<file path="src/rtl/work_ctrl_mlane_if.sv">
// Work-path bundle between the multi-lane sweep controller and its neighbours:
// configurator parameters and clear handshake in, per-lane beat data out.
interface work_ctrl_mlane_if #(
    parameter int NNW   = 12,
    parameter int LANES = 4,
    parameter int SW    = 24
);
    logic                      tik;
    logic                      enable;
    logic                      clear_req;
    logic                      clear_done;
    logic [NNW-1:0]            neu_num;
    logic [SW/3-1:0]           x_dim;
    logic [SW/3-1:0]           y_dim;
    logic                      stall;
    logic [LANES-1:0]          lane_vld;
    logic [LANES-1:0][NNW-1:0] lane_addr;
    logic [LANES-1:0][SW-1:0]  lane_neuid;
    logic                      lane_clear;
    logic                      busy;
    logic                      tik_overrun;

    modport master (
        output tik, enable, clear_req, neu_num, x_dim, y_dim, stall,
        input  clear_done, lane_vld, lane_addr, lane_neuid, lane_clear, busy, tik_overrun
    );

    modport slave (
        input  tik, enable, clear_req, neu_num, x_dim, y_dim, stall,
        output clear_done, lane_vld, lane_addr, lane_neuid, lane_clear, busy, tik_overrun
    );
endinterface

</file>
<file path="src/rtl/work_ctrl_mlane.sv">
// Multi-lane timestep sweep controller: presents LANES consecutive neurons per
// beat with their {z,y,x} spike IDs, honours spk_out stall, queues one early
// tik and one clear request, and runs clear sweeps that write zero.
module work_ctrl_mlane #(
    parameter int NNW   = 12,
    parameter int LANES = 4,
    parameter int SW    = 24
) (
    input  logic             clk,
    input  logic             rst_n,
    work_ctrl_mlane_if.slave bus
);
    localparam int CW = SW / 3;
    localparam int BW = NNW + 1;

    typedef enum logic [1:0] {IDLE, SCAN, CLEAR} state_t;
    state_t r_state, w_state_nx;

    logic [BW-1:0]  r_base, w_base_nx;
    logic [CW-1:0]  r_x, r_y, r_z, w_x_nx, w_y_nx, w_z_nx;
    logic [NNW-1:0] r_neu_num, w_neu_nx;
    logic [CW-1:0]  r_x_dim, r_y_dim, w_xdim_nx, w_ydim_nx;
    logic           r_tik_q, r_clr_q;
    logic           r_tik_pend, r_clr_pend, w_tik_pend_nx, w_clr_pend_nx;
    logic           r_ovr, w_ovr_nx, w_done_nx;
    logic           w_start, w_adv, w_last, w_act_nx;
    logic [CW:0]    w_x_inc, w_y_inc;

    logic [LANES-1:0]          r_lane_vld, w_vld_nx;
    logic [LANES-1:0][NNW-1:0] r_lane_addr, w_addr_nx;
    logic [LANES-1:0][SW-1:0]  r_lane_neuid, w_neuid_nx;
    logic                      r_lane_clear, r_busy, r_done;

    // The beat on the outputs is the last one once its top lane reaches neu_num.
    assign w_last  = ({1'b0, r_base} + (BW+1)'(LANES)) >= (BW+1)'(r_neu_num);
    assign w_x_inc = {1'b0, r_x} + (CW+1)'(LANES);
    assign w_y_inc = {1'b0, r_y} + (CW+1)'(1);

    // State register.
    always_ff @(posedge clk or negedge rst_n) begin
        if (!rst_n) r_state <= IDLE;
        else        r_state <= w_state_nx;
    end

    // Next state, beat counters and event flags; everything holds by default.
    always_comb begin
        w_state_nx    = r_state;
        w_base_nx     = r_base;
        w_x_nx        = r_x;
        w_y_nx        = r_y;
        w_z_nx        = r_z;
        w_neu_nx      = r_neu_num;
        w_xdim_nx     = r_x_dim;
        w_ydim_nx     = r_y_dim;
        w_tik_pend_nx = r_tik_pend;
        w_clr_pend_nx = r_clr_pend;
        w_ovr_nx      = r_ovr;
        w_done_nx     = 1'b0;
        w_start       = 1'b0;
        w_adv         = 1'b0;
        case (r_state)
            IDLE: begin
                // Clear wins; a tik seen alongside it is kept for afterwards.
                if (r_clr_q || r_clr_pend) begin
                    w_state_nx    = CLEAR;
                    w_start       = 1'b1;
                    w_clr_pend_nx = 1'b0;
                    w_tik_pend_nx = r_tik_pend | r_tik_q;
                    w_ovr_nx      = 1'b0;
                end else if (r_tik_q || r_tik_pend) begin
                    w_tik_pend_nx = 1'b0;
                    if (bus.enable && bus.neu_num != '0) begin
                        w_state_nx = SCAN;
                        w_start    = 1'b1;
                    end
                end
            end
            default: begin
                if (r_tik_q) begin
                    if (r_tik_pend) w_ovr_nx      = 1'b1;
                    else            w_tik_pend_nx = 1'b1;
                end
                if (r_clr_q) w_clr_pend_nx = 1'b1;
                // Clear beats write zero and never wait on spk_out.
                if (r_state == CLEAR || !bus.stall) begin
                    if (w_last) begin
                        w_state_nx = IDLE;
                        w_done_nx  = (r_state == CLEAR);
                    end else begin
                        w_adv = 1'b1;
                    end
                end
            end
        endcase
        if (w_start) begin
            w_base_nx = '0;
            w_x_nx    = '0;
            w_y_nx    = '0;
            w_z_nx    = '0;
            w_neu_nx  = bus.neu_num;
            w_xdim_nx = bus.x_dim;
            w_ydim_nx = bus.y_dim;
        end
        if (w_adv) begin
            w_base_nx = r_base + BW'(LANES);
            if (w_x_inc >= {1'b0, r_x_dim}) begin
                w_x_nx = '0;
                if (w_y_inc >= {1'b0, r_y_dim}) begin
                    w_y_nx = '0;
                    w_z_nx = r_z + 1'b1;
                end else begin
                    w_y_nx = w_y_inc[CW-1:0];
                end
            end else begin
                w_x_nx = w_x_inc[CW-1:0];
            end
        end
    end

    // Counters, latched sweep parameters, input event capture and flags.
    always_ff @(posedge clk or negedge rst_n) begin
        if (!rst_n) begin
            r_base     <= '0;
            r_x        <= '0;
            r_y        <= '0;
            r_z        <= '0;
            r_neu_num  <= '0;
            r_x_dim    <= '0;
            r_y_dim    <= '0;
            r_tik_q    <= 1'b0;
            r_clr_q    <= 1'b0;
            r_tik_pend <= 1'b0;
            r_clr_pend <= 1'b0;
            r_ovr      <= 1'b0;
        end else begin
            r_base     <= w_base_nx;
            r_x        <= w_x_nx;
            r_y        <= w_y_nx;
            r_z        <= w_z_nx;
            r_neu_num  <= w_neu_nx;
            r_x_dim    <= w_xdim_nx;
            r_y_dim    <= w_ydim_nx;
            r_tik_q    <= bus.tik;
            r_clr_q    <= bus.clear_req;
            r_tik_pend <= w_tik_pend_nx;
            r_clr_pend <= w_clr_pend_nx;
            r_ovr      <= w_ovr_nx;
        end
    end

    assign w_act_nx = (w_state_nx != IDLE);

    // Per-lane view of the next beat; lanes past neu_num are masked off.
    for (genvar k = 0; k < LANES; k++) begin : g_lane
        logic [BW-1:0] w_idx;
        assign w_idx         = w_base_nx + BW'(k);
        assign w_vld_nx[k]   = w_act_nx && (w_idx < BW'(w_neu_nx));
        assign w_addr_nx[k]  = w_act_nx ? w_idx[NNW-1:0] : '0;
        assign w_neuid_nx[k] = w_act_nx ? SW'({w_z_nx, w_y_nx, CW'(w_x_nx + CW'(k))}) : '0;
    end

    // Output registers load the next beat so they line up with the state.
    always_ff @(posedge clk or negedge rst_n) begin
        if (!rst_n) begin
            r_lane_vld   <= '0;
            r_lane_addr  <= '0;
            r_lane_neuid <= '0;
            r_lane_clear <= 1'b0;
            r_busy       <= 1'b0;
            r_done       <= 1'b0;
        end else begin
            r_lane_vld   <= w_vld_nx;
            r_lane_addr  <= w_addr_nx;
            r_lane_neuid <= w_neuid_nx;
            r_lane_clear <= (w_state_nx == CLEAR);
            r_busy       <= w_act_nx;
            r_done       <= w_done_nx;
        end
    end

    assign bus.lane_vld    = r_lane_vld;
    assign bus.lane_addr   = r_lane_addr;
    assign bus.lane_neuid  = r_lane_neuid;
    assign bus.lane_clear  = r_lane_clear;
    assign bus.busy        = r_busy;
    assign bus.clear_done  = r_done;
    assign bus.tik_overrun = r_ovr;
endmodule

</file>
<file path="src/flat_wrapper.sv">
// flat-port wrapper written by rule: the top's interface ports become plain ports
module work_ctrl_mlane_flat 
#(
    parameter int NNW   = 12,
    parameter int LANES = 4,
    parameter int SW    = 24
)
  (clk, rst_n, bus_tik, bus_enable, bus_clear_req, bus_neu_num, bus_x_dim, bus_y_dim, bus_stall, bus_clear_done, bus_lane_vld, bus_lane_addr, bus_lane_neuid, bus_lane_clear, bus_busy, bus_tik_overrun);
  work_ctrl_mlane_if #(.NNW(NNW), .LANES(LANES), .SW(SW)) bus_i ();
  input  logic clk;
  input  logic rst_n;
  input wire logic [$bits(bus_i.tik)-1:0] bus_tik;
  input wire logic [$bits(bus_i.enable)-1:0] bus_enable;
  input wire logic [$bits(bus_i.clear_req)-1:0] bus_clear_req;
  input wire logic [$bits(bus_i.neu_num)-1:0] bus_neu_num;
  input wire logic [$bits(bus_i.x_dim)-1:0] bus_x_dim;
  input wire logic [$bits(bus_i.y_dim)-1:0] bus_y_dim;
  input wire logic [$bits(bus_i.stall)-1:0] bus_stall;
  output wire logic [$bits(bus_i.clear_done)-1:0] bus_clear_done;
  output wire logic [$bits(bus_i.lane_vld)-1:0] bus_lane_vld;
  output wire logic [$bits(bus_i.lane_addr)-1:0] bus_lane_addr;
  output wire logic [$bits(bus_i.lane_neuid)-1:0] bus_lane_neuid;
  output wire logic [$bits(bus_i.lane_clear)-1:0] bus_lane_clear;
  output wire logic [$bits(bus_i.busy)-1:0] bus_busy;
  output wire logic [$bits(bus_i.tik_overrun)-1:0] bus_tik_overrun;
  assign bus_i.tik = bus_tik;
  assign bus_i.enable = bus_enable;
  assign bus_i.clear_req = bus_clear_req;
  assign bus_i.neu_num = bus_neu_num;
  assign bus_i.x_dim = bus_x_dim;
  assign bus_i.y_dim = bus_y_dim;
  assign bus_i.stall = bus_stall;
  assign bus_clear_done = bus_i.clear_done;
  assign bus_lane_vld = bus_i.lane_vld;
  assign bus_lane_addr = bus_i.lane_addr;
  assign bus_lane_neuid = bus_i.lane_neuid;
  assign bus_lane_clear = bus_i.lane_clear;
  assign bus_busy = bus_i.busy;
  assign bus_tik_overrun = bus_i.tik_overrun;
  work_ctrl_mlane #(.NNW(NNW), .LANES(LANES), .SW(SW)) u_core (.clk(clk), .rst_n(rst_n), .bus(bus_i));
endmodule
</file>
<file path="config.mk">
export PLATFORM = sky130hd
export DESIGN_NAME = work_ctrl_mlane_flat
export DESIGN_NICKNAME = d
export VERILOG_FILES = /design/src/rtl/work_ctrl_mlane_if.sv /design/src/rtl/work_ctrl_mlane.sv /design/src/flat_wrapper.sv
export SDC_FILE = /design/constraint.sdc
export NUM_CORES = 1
export LEC_CHECK = 0
export CORE_MARGIN = 5
export CORE_UTILIZATION = 64
export CTS_CLUSTER_DIAMETER = 40
export DETAILED_ROUTE_END_ITERATION = 12
export DONT_BUFFER_PORTS = 1
export PLACE_DENSITY = 0.76
export SLEW_MARGIN = 20
export SYNTH_ARGS = -nofsm -noshare
export SYNTH_HDL_FRONTEND = slang
export SYNTH_SLANG_ARGS = --single-unit
</file>
<file path="constraint.sdc">
create_clock -name clk -period 7.15 [get_ports clk]
set_clock_uncertainty 0.2 [all_clocks]
set_input_delay 1.7875 -clock clk [delete_from_list [all_inputs] [get_ports clk]]
set_output_delay 1.7875 -clock clk [all_outputs]
set_load 0.05 [all_outputs]
</file>
* Word-level counts from Yosys, hierarchy flattened
Index checks and enable logic that the tools add are counted. Widths: inputs -> output; s select.
Word-level totals: memories 0, memory bits (read-only) 0, bits in latches 0, bits in writable memories 0, flip-flop bits (word level) 223
Operators by class: $add $sub $neg 11, bitwise operators 1, shift operators 0, magnitude comparators 7, eq/ne operators 4, multipliers 0, reductions and logical operators 18, muxes and demuxes 48, div/mod/pow operators 0
Operators with widths (number):
- $mux 24 | 4
- $mux 8 | 11
- $mux 12 | 5
- $lt 13x12->1 | 4
- $add 13x2->13 const B | 2
- $mux 13 | 2
- $mux 1 | 20
- $ge 9x8->1 | 2
- $add 8x1->8 const B | 2
- $add 8x2->8 const B | 2
- $add 13x3->14 const B | 1
- $ge 14x12->1 | 1
- $add 13x1->13 const B | 1
- $add 13x3->13 const B | 1
- $mux 2 | 6
- $reduce_bool 12->1 | 1
- $add 8x1->9 const B | 1
- $add 8x3->9 const B | 1
- $reduce_bool 2->1 | 4
- $logic_and 1x1->1 | 5
- $eq 2x2->1 const B | 2
- $reduce_and 2->1 | 2
- $logic_or 1x1->1 | 3
- $ne 3x1->1 const B | 1
- other kinds (5) | 5

* Logic depth before layout (Yosys ltp)
Gate-level depths: netlist of the first run.
depth in word-level cells 11, depth in mapped cells 30, depth with buffers taken out 26

* Worst setup path before layout of the first run
Ideal clock, no wire load.
path type input -> register, start point input port bus_neu_num[1], end point register u_core.r_lane_vld[3], in the netlist u_core.bus.lane_vld[3], data arrival time 5.014 ns, stages on the path 18, setup slack 1.847 ns, cell sequence nor4_1 > a31oi_1 > o31ai_4 > buf_2 > buf_1 > nand2_1 > ha_1 > and3_1 > o21ai_0 > xnor2_1 > ha_1 > a21o_1 > a21o_1 > a21oi_1 > o21ai_0 > a211oi_1 > o21ai_0 > nor3b_1
Between the ends: word-level cells in the longest chain between the ends 11
Ends and longest elaborated chain:
- start, declared | RTL line flat_wrapper.sv:15 | input wire logic [$bits(bus_i.neu_num)-1:0] bus_neu_num;
- $reduce_bool 12->1 | RTL line work_ctrl_mlane.sv:72 | if (bus.enable && bus.neu_num != '0) begin
- $logic_and 1x1->1 | RTL line work_ctrl_mlane.sv:72
- $mux 1 | RTL line work_ctrl_mlane.sv:72
- $mux 1 | RTL line work_ctrl_mlane.sv:70 | end else if (r_tik_q || r_tik_pend) begin
- $mux 1 | RTL line work_ctrl_mlane.sv:64 | if (r_clr_q || r_clr_pend) begin
- $mux 1 | RTL line work_ctrl_mlane.sv:61 | case (r_state)
- $mux 13 | RTL line work_ctrl_mlane.sv:95 | if (w_start) begin
- $mux 13 | RTL line work_ctrl_mlane.sv:104 | if (w_adv) begin
- $add 13x2->13 | RTL line work_ctrl_mlane.sv:156 | assign w_idx = w_base_nx + BW'(k);
- $lt 13x12->1 | RTL line work_ctrl_mlane.sv:157 | assign w_vld_nx[k] = w_act_nx && (w_idx < BW'(w_neu_nx));
- $logic_and 1x1->1 (*) | RTL line work_ctrl_mlane.sv:157
- net u_core.w_vld_nx[3] | RTL line work_ctrl_mlane.sv:29 | logic [LANES-1:0] r_lane_vld, w_vld_nx;
- end signal, assigned | RTL line work_ctrl_mlane.sv:172 | r_lane_vld <= w_vld_nx;
- end, declared | RTL line work_ctrl_mlane.sv:29
The timed path passes the listed nets; every way through them passes the cells marked *. A chain may end at the register's enable or synchronous reset.

* Worst setup path in the final report of the first run
start point register u_core.r_base[2], end point register u_core.r_lane_vld[3], in the netlist u_core.bus.lane_vld[3]
Between the ends: word-level cells in the longest chain between the ends 9
Ends and longest elaborated chain:
- start, declared | RTL line work_ctrl_mlane.sv:19 | logic [BW-1:0] r_base, w_base_nx;
- start signal, assigned | RTL line work_ctrl_mlane.sv:136 | r_base <= w_base_nx;
- $add 13x3->14 | RTL line work_ctrl_mlane.sv:35 | assign w_last = ({1'b0, r_base} + (BW+1)'(LANES)) >= (BW+1)'(r_neu_num);
- $ge 14x12->1 | RTL line work_ctrl_mlane.sv:35
- $mux 1 | RTL line work_ctrl_mlane.sv:86 | if (w_last) begin
- $mux 1 | RTL line work_ctrl_mlane.sv:85 | if (r_state == CLEAR || !bus.stall) begin
- $mux 1 | RTL line work_ctrl_mlane.sv:61
- $mux 13 (*) | RTL line work_ctrl_mlane.sv:104
- net u_core.g_lane[0].w_idx[2] | RTL line work_ctrl_mlane.sv:155 | logic [BW-1:0] w_idx;
- $add 13x2->13 (*) | RTL line work_ctrl_mlane.sv:156
- $lt 13x12->1 (*) | RTL line work_ctrl_mlane.sv:157
- $logic_and 1x1->1 (*) | RTL line work_ctrl_mlane.sv:157
- net u_core.w_vld_nx[3] | RTL line work_ctrl_mlane.sv:29
Marked as above.

==> results of run 1 <==
## stage by stage
stage | util | instance area [um^2] | setup slack (ns)
finish | 0.680 | 9960 | 1.06
floorplan | - | 9610 | 1.85
detailed placement | 0.641 | 9390 | 1.01
global placement | 0.641 | 9390 | 1.13
global route | 0.680 | 9960 | 0.714
CTS | 0.680 | 9960 | 1.21
## critical path, stage by stage, from the launching register on
cell and delay (ns):
dfrtp_1 0.61, ha_1 0.40, nand2_1 0.12, or2_1 0.29, nor2_1 0.16, xor2_1 0.10
ha_1 0.30, nand2_1 0.07, nor3_1 0.34, a21oi_2 0.24, nand3_1 0.19, a21boi_1 0.48
inv_1 0.16, ha_1 0.23, and3_1 0.20, o21ai_0 0.39, xnor2_1 0.17, ha_1 0.21
a21o_1 0.17, a21o_1 0.16, a21oi_1 0.12, o21ai_0 0.12, a211oi_1 0.24, o21ai_0 0.11
nor3b_1 0.19
## layout make-up
| cell class | count | area [um^2] |
|---|---|---|
| fillers | 1130 | 4680 |
| multi-input cells | 656 | 4500 |
| flip-flops and latches | 171 | 4300 |
| clock buffers | 20 | 457 |
| inverters | 81 | 304 |
| well taps | 184 | 230 |
| clock inverters | 12 | 113 |
| repair buffers | 8 | 60.1 |
## synth_stat cells, types with 8 or more instances
master | count | area, um^2
dfrtp_1 | 171 | 4280
clkbuf_1 | 17 | 63.8
nor3_1 | 23 | 115
a211oi_1 | 11 | 82.6
nor2_1 | 70 | 263
buf_4 | 54 | 405
xnor2_1 | 26 | 228
o21ai_0 | 51 | 255
nand2_1 | 98 | 368
nand2b_1 | 9 | 56.3
xor2_1 | 19 | 166
a21o_1 | 16 | 120
mux2i_1 | 31 | 310
nand3_1 | 16 | 80.1
o21ai_1 | 8 | 40.0
a21oi_1 | 35 | 175
and3_1 | 11 | 68.8
ha_1 | 83 | 1040
and2_1 | 44 | 275
inv_1 | 81 | 304
nand4_1 | 15 | 93.8
## where the power goes
part	switching, mW	internal [mW]	total, mW
Combinational	0.990	0.610	1.60
Clock	0.388	0.501	0.889
Sequential	0.790	1.22	2.01
## per-layer routing
layer	share of wire	routed length, um
met5	0	0
met1	0.40	9280
met4	0.041	948
met2	0.49	11200
met3	0.067	1540
## registers in the layout (all words and copies together) (netlist names), 2 cells and up
name	flops
u_core.r_base	13
u_core.r_neu_num	12
u_core.r_y	8
u_core.r_x	8
u_core.bus.lane_neuid	46
u_core.r_state	2
u_core.bus.lane_vld	4
u_core.r_x_dim	8
u_core.r_y_dim	8
u_core.r_z	8
u_core.bus.lane_addr	46
## final timing paths
| kind | startpoint | end | cells after the start |
|---|---|---|---|
| min in group asynchronous | rst_n | u_core.bus.lane_neuid[16] | 0 |
| max in group asynchronous | rst_n | u_core.bus.lane_vld[1] | 0 |
| hold / removal | u_core.r_z[7] | u_core.r_z[7] | 1 |
| setup / recovery | u_core.r_base[2] | u_core.bus.lane_vld[3] | 24 |
| hold reg to reg | u_core.r_z[7] | u_core.r_z[7] | 1 |
| setup reg to reg | u_core.r_base[2] | u_core.bus.lane_vld[3] | 24 |
## cells by family (layout without fill, tap and decap cells)
group                    count (synthesis)  count (layout)  share of synthesized area
AO/OA/AOI/OAI                          172             172                      0.116
XOR/XNOR                                45              45                     0.0410
adder cells (fa/ha/maj)                 83              83                      0.108
buffers and inverters                  163             121                     0.0873
flip-flops                             171             171                      0.445
multiplexers                            32              32                     0.0335
AND/OR/NAND/NOR                        324             324                      0.169
==> results.yml, run 1 <==
status:
  run_status: "complete, no violations"
grt:
  grt_max_degree: 172
  antenna_found_initial: 0
  use_met3: 0.0607
  use_met2: 0.432
  grt_overflow: 0
  grt_busiest_layer: "met2"
  grtUsageMet1: 0.333
  grt_pass1_vias: 6849
  grt_usage: 0.265
  grt_pass1_wl_um: 36600
clocking:
  clockBufferDepth: 2
  cts_resized: 0
  cts_setup_buffers: 0
  cts_tree: "built"
  cts_made_buffers: 17
  clk_latency_ns: 0.43
  cts_sinks: 171
  ctsRootBufferMaster: "clkbuf_16"
  clk_pin_slew_ns: 0.07
  postCtsHoldBufs: 0
  h-tree-depth: 4
yosys:
  syn_inst: 990
  avgSynthCellArea_um2: 9.70
  syn_nets: 1107
  synthFlopType: "dfrtp_1"
  seq_area_frac_synth: 0.445
  synth_edf_count: 0
  synth_warnings: 0
  synth_seq_cells: 171
  ys_async_sr_fraction: 1.00
  syn_area_um2: 9610
  ys_types: 72
cells_and_area:
  final_cell_mix: "dfrtp_1, nand2_1, ha_1"
  drive_gt1_frac: 0.0812
  final_cells: 1132
  syn_to_final_growth_pct: 3.69
  nets: 1052
  layout_commonest_cell: "dfrtp_1"
  n_antenna_cell: 0
timing:
  hold_violations: 0
  setup_viol: 0
  fmax_ghz: 0.164
  hold_slack_ns: 0.287
  slew_headroom: 0.323
  setup-tns-final_ns: 0
  final-max-slew-violation-count: 0
  fin_crit_ns: 6.09
  worstMarginPinSlew_ns: 1.01
  period_share: 0.852
  rsz0062_at_grt: "false"
setup_path:
  worstSetupPathType: "reg -> reg"
  cp_max_fo: 13
  crit_arrival_ns: 6.24
  endpoint_kind: "register"
  cp-start-kind: "register"
  rrSetupSlack_ns: 1.06
  cp.required_ns: 7.30
power:
  ir_worst_vdd_v: 0.000251
  power_density_nw_per_um2: 452
  leakage_nw: 4.98
  total_power_mw: 4.50
die:
  initial_core_util: 0.656
  fp.dieW_um: 133
  design.core.area_um2: 14600
  die_area_um2: 17600
  num_rows: 44
  ios: 186
  die_h_um: 133
route:
  wire_per_inst_um: 20.3
  wirelength_um: 23000
  postRouteAntennaNets: 0
  drtIter0Drc: 642
  num_vias: 6819
  vias_per_cell: 6.02
  first_pass_iters: 6
  post-route-drc-count: 0
placed_design:
  place_congestion: 0.933
  port_buffers: 0
  hpwl_um: 16600
  dp_cells: 1100
flow_run:
  cap_viol_max_count: 0
hold_path:
  worstHoldPathType: "reg -> reg"
(Power assumes the default switching activity.)
==> run 2: changes to the inputs <==
--- a/config.mk
+++ b/config.mk
@@ -5,12 +5,14 @@
 export SDC_FILE = /design/constraint.sdc
 export NUM_CORES = 1
 export LEC_CHECK = 0
+export ABC_AREA = 1
 export CORE_MARGIN = 5
 export CORE_UTILIZATION = 64
 export CTS_CLUSTER_DIAMETER = 40
 export DETAILED_ROUTE_END_ITERATION = 12
 export DONT_BUFFER_PORTS = 1
 export PLACE_DENSITY = 0.76
+export SKIP_CTS_REPAIR_TIMING = 1
 export SLEW_MARGIN = 20
 export SYNTH_ARGS = -nofsm -noshare
 export SYNTH_HDL_FRONTEND = slang
==> run 2 against run 1 <==
  * First-iteration DRC count shrank 10%
  * Final area grew 3.6%
  * Combinational power grew 42%
  * Die area grew 2.3%
  * Fmax grew 14%
  * Sequential power grew 3%
  * Area after synthesis grew 2.5%
  * Setup slack gained 0.74 ns
  * Clock-buffer cell count is the same
  * Non-clock buffer count is the same
  * Wire length shrank 2.0%
  * Critical path depth grew 1
  * Critical endpoint unchanged
  * Largest power group is now combinational cells
==> results.yml, run 2 <==
setup_path:
  endpoint_kind: "register"
  crit_arrival_ns: 5.50
  endpoint: "u_core.bus.lane_vld[3]"
  cp-start-kind: "input port"
  worst_r2r_endpoint: "u_core.bus.lane_vld[3]"
  rrSetupSlack_ns: 1.93
  cp_max_fo: 9
  reg2regPathDepth: 33
  worstSetupPathType: "in -> reg"
  critPathLaunch: "bus_neu_num[11]"
  r2r_start: "u_core.r_base[2]"
  cp.required_ns: 7.30
route:
  wirelength_um: 22500
  postRouteAntennaNets: 0
  wire_per_inst_um: 16.6
  vias_per_cell: 5.49
  first_pass_iters: 7
  num_vias: 7463
  drtIter0Drc: 578
  post-route-drc-count: 0
timing:
  fin_crit_ns: 5.35
  final-max-slew-violation-count: 0
  slew_headroom: 0.355
  fin_ws_ns: 1.80
  setup_viol: 0
  fmax_ghz: 0.187
  hold_violations: 0
  worstMarginPinSlew_ns: 0.970
  setup-tns-final_ns: 0
  period_share: 0.748
  rsz0062_at_grt: "false"
die:
  die_area_um2: 18000
  die_h_um: 134
  design.core.area_um2: 15100
  initial_core_util: 0.650
  fp.dieW_um: 134
  num_rows: 45
  ios: 186
yosys:
  netlist_top_cells_area: "dfrtp_1, ha_1, nand2_1"
  synth_warnings: 0
  synth.most_common_cell: "nand2_1"
  synthFlopType: "dfrtp_1"
  syn_area_um2: 9840
  synth_edf_count: 0
  seq_area_frac_synth: 0.435
  synth_seq_cells: 171
  synth_top_cell_by_area: "dfrtp_1"
  syn_nets: 1319
  avgSynthCellArea_um2: 8.19
  yosys.area.top_type_share: 0.435
  ys_types: 44
  syn_inst: 1202
  ys_async_sr_fraction: 1.00
  synth_commonest_cells: "nand2_1, inv_1, dfrtp_1"
power:
  power_density_nw_per_um2: 518
  pwr-share-clk: 0.186
  ir_worst_vdd_v: 0.000353
  total_power_mw: 5.35
  pwr-share-comb: 0.427
  switching_power_mw: 2.73
  p_int_mw: 2.61
  leakage_nw: 5.70
  switching_share: 0.511
  pwr-share-seq: 0.388
placed_design:
  port_buffers: 0
  place_ws_ns: 1.43
  hpwl_um: 16400
  dp_cells: 1327
  place_congestion: 0.914
clocking:
  cts_sinks: 171
  clockBufferDepth: 2
  clk_latency_ns: 0.43
  clk_pin_slew_ns: 0.06
  h-tree-depth: 4
  ctsRootBufferMaster: "clkbuf_16"
  cts_made_buffers: 17
  cts_tree: "built"
grt:
  grt_max_degree: 172
  grt_usage: 0.259
  grt_pass1_wl_um: 37000
  grt_pass1_vias: 7423
  antenna_found_initial: 0
  grt_overflow: 0
hold_path:
  worstHoldPathType: "reg -> reg"
status:
  run_status: "complete, no violations"
cells_and_area:
  drive_gt1_frac: 0.105
  layout_commonest_cell: "nand2_1"
  nets: 1275
  n_antenna_cell: 0
  final_cells: 1359
  final_cell_mix: "nand2_1, inv_1, dfrtp_1"
  syn_to_final_growth_pct: 4.83
flow_run:
  cap_viol_max_count: 0
==> run 2: cell count changes after synthesis, sizes merged, moves of 15 or more <==
cell,previous run,this run
inv,81,197
nand3,17,56
a21o,17,2
nor2,71,160
nand2,99,272
and2,45,1
xnor2,26,1
mux2i,31,0
==> run 2: stage by stage <==
step	hold slack, ns	instance area, um^2	utilization
floorplan	0.248	9840	-
global placement	0.271	9680	0.639
detailed placement	0.270	9680	0.639
CTS	0.285	10300	0.681
global route	0.317	10300	0.681
finish	0.281	10300	0.681
==> run 2: area by class of cell <==
| class | instances | area, um^2 |
|---|---|---|
| Timing Repair Buffer | 8 | 60.1 |
| Fill cell | 1180 | 4830 |
| Clock buffer | 20 | 457 |
| Clock inverter | 12 | 186 |
| Tap cell | 188 | 235 |
| Multi-Input combinational cell | 762 | 4340 |
| Sequential cell | 171 | 4300 |
| Inverter | 198 | 743 |
==> run 2: how the worst min path moves through the flow <==
stage | start | endpoint | cells past startpoint
4_1_cts | u_core.r_y_dim[0] | u_core.r_y_dim[0] | 2
6_report | u_core.r_y_dim[0] | u_core.r_y_dim[0] | 2
3_3_place_gp | u_core.r_y_dim[0] | u_core.r_y_dim[0] | 2
2_1_floorplan | u_core.r_x_dim[0] | u_core.r_x_dim[0] | 2
3_5_place_dp | u_core.r_y_dim[0] | u_core.r_y_dim[0] | 2
5_1_grt | u_core.r_state[0] | u_core.bus.clear_done | 1
==> run 2: critical path: stages <==
cell and delay (ns):
nor2_1 0.24, nand2_1 0.14, nor2_1 0.11, nand2_1 0.08, nand3_1 0.13, nand2_2 0.13
nor2_1 0.48, inv_1 0.17, ha_1 0.25, inv_1 0.05, nand3_1 0.19, nor2_4 0.27
nand2_1 0.10, xor2_1 0.20, inv_1 0.07, ha_1 0.29, a21oi_1 0.15, nor3_1 0.07
a211oi_1 0.16, nand2_1 0.10, nand3_1 0.07, nand2_1 0.05, nand2_1 0.06, nand2_1 0.04
a21oi_1 0.12
==> run 2: power by group through the flow <==
stage               clock (mW)  sequential [mW]  combinational (mW)
finish                   0.992             2.07                2.28
global route              1.06             2.11                2.63
CTS                       1.01             2.08                2.27
detailed placement           0             2.09                2.24
global placement             0             2.09                2.20
floorplan                    0             1.92                1.89
==> run 2: cells by family after synthesis <==
logic type	Yosys count	synth area share
adder cells (fa/ha/maj)	83	0.106
AO/OA/AOI/OAI	112	0.0656
flip-flops	171	0.435
XOR/XNOR	22	0.0196
buffers and inverters	269	0.125
AND/OR/NAND/NOR	545	0.249
==> run 2: metal layers <==
layer  track usage  up-vias  wire [um]
li1              -     3645          -
met1         0.331     3464       9530
met2         0.427      298      10700
met3        0.0593       56       1520
met4         0.110        0        735
met5             0        -          0
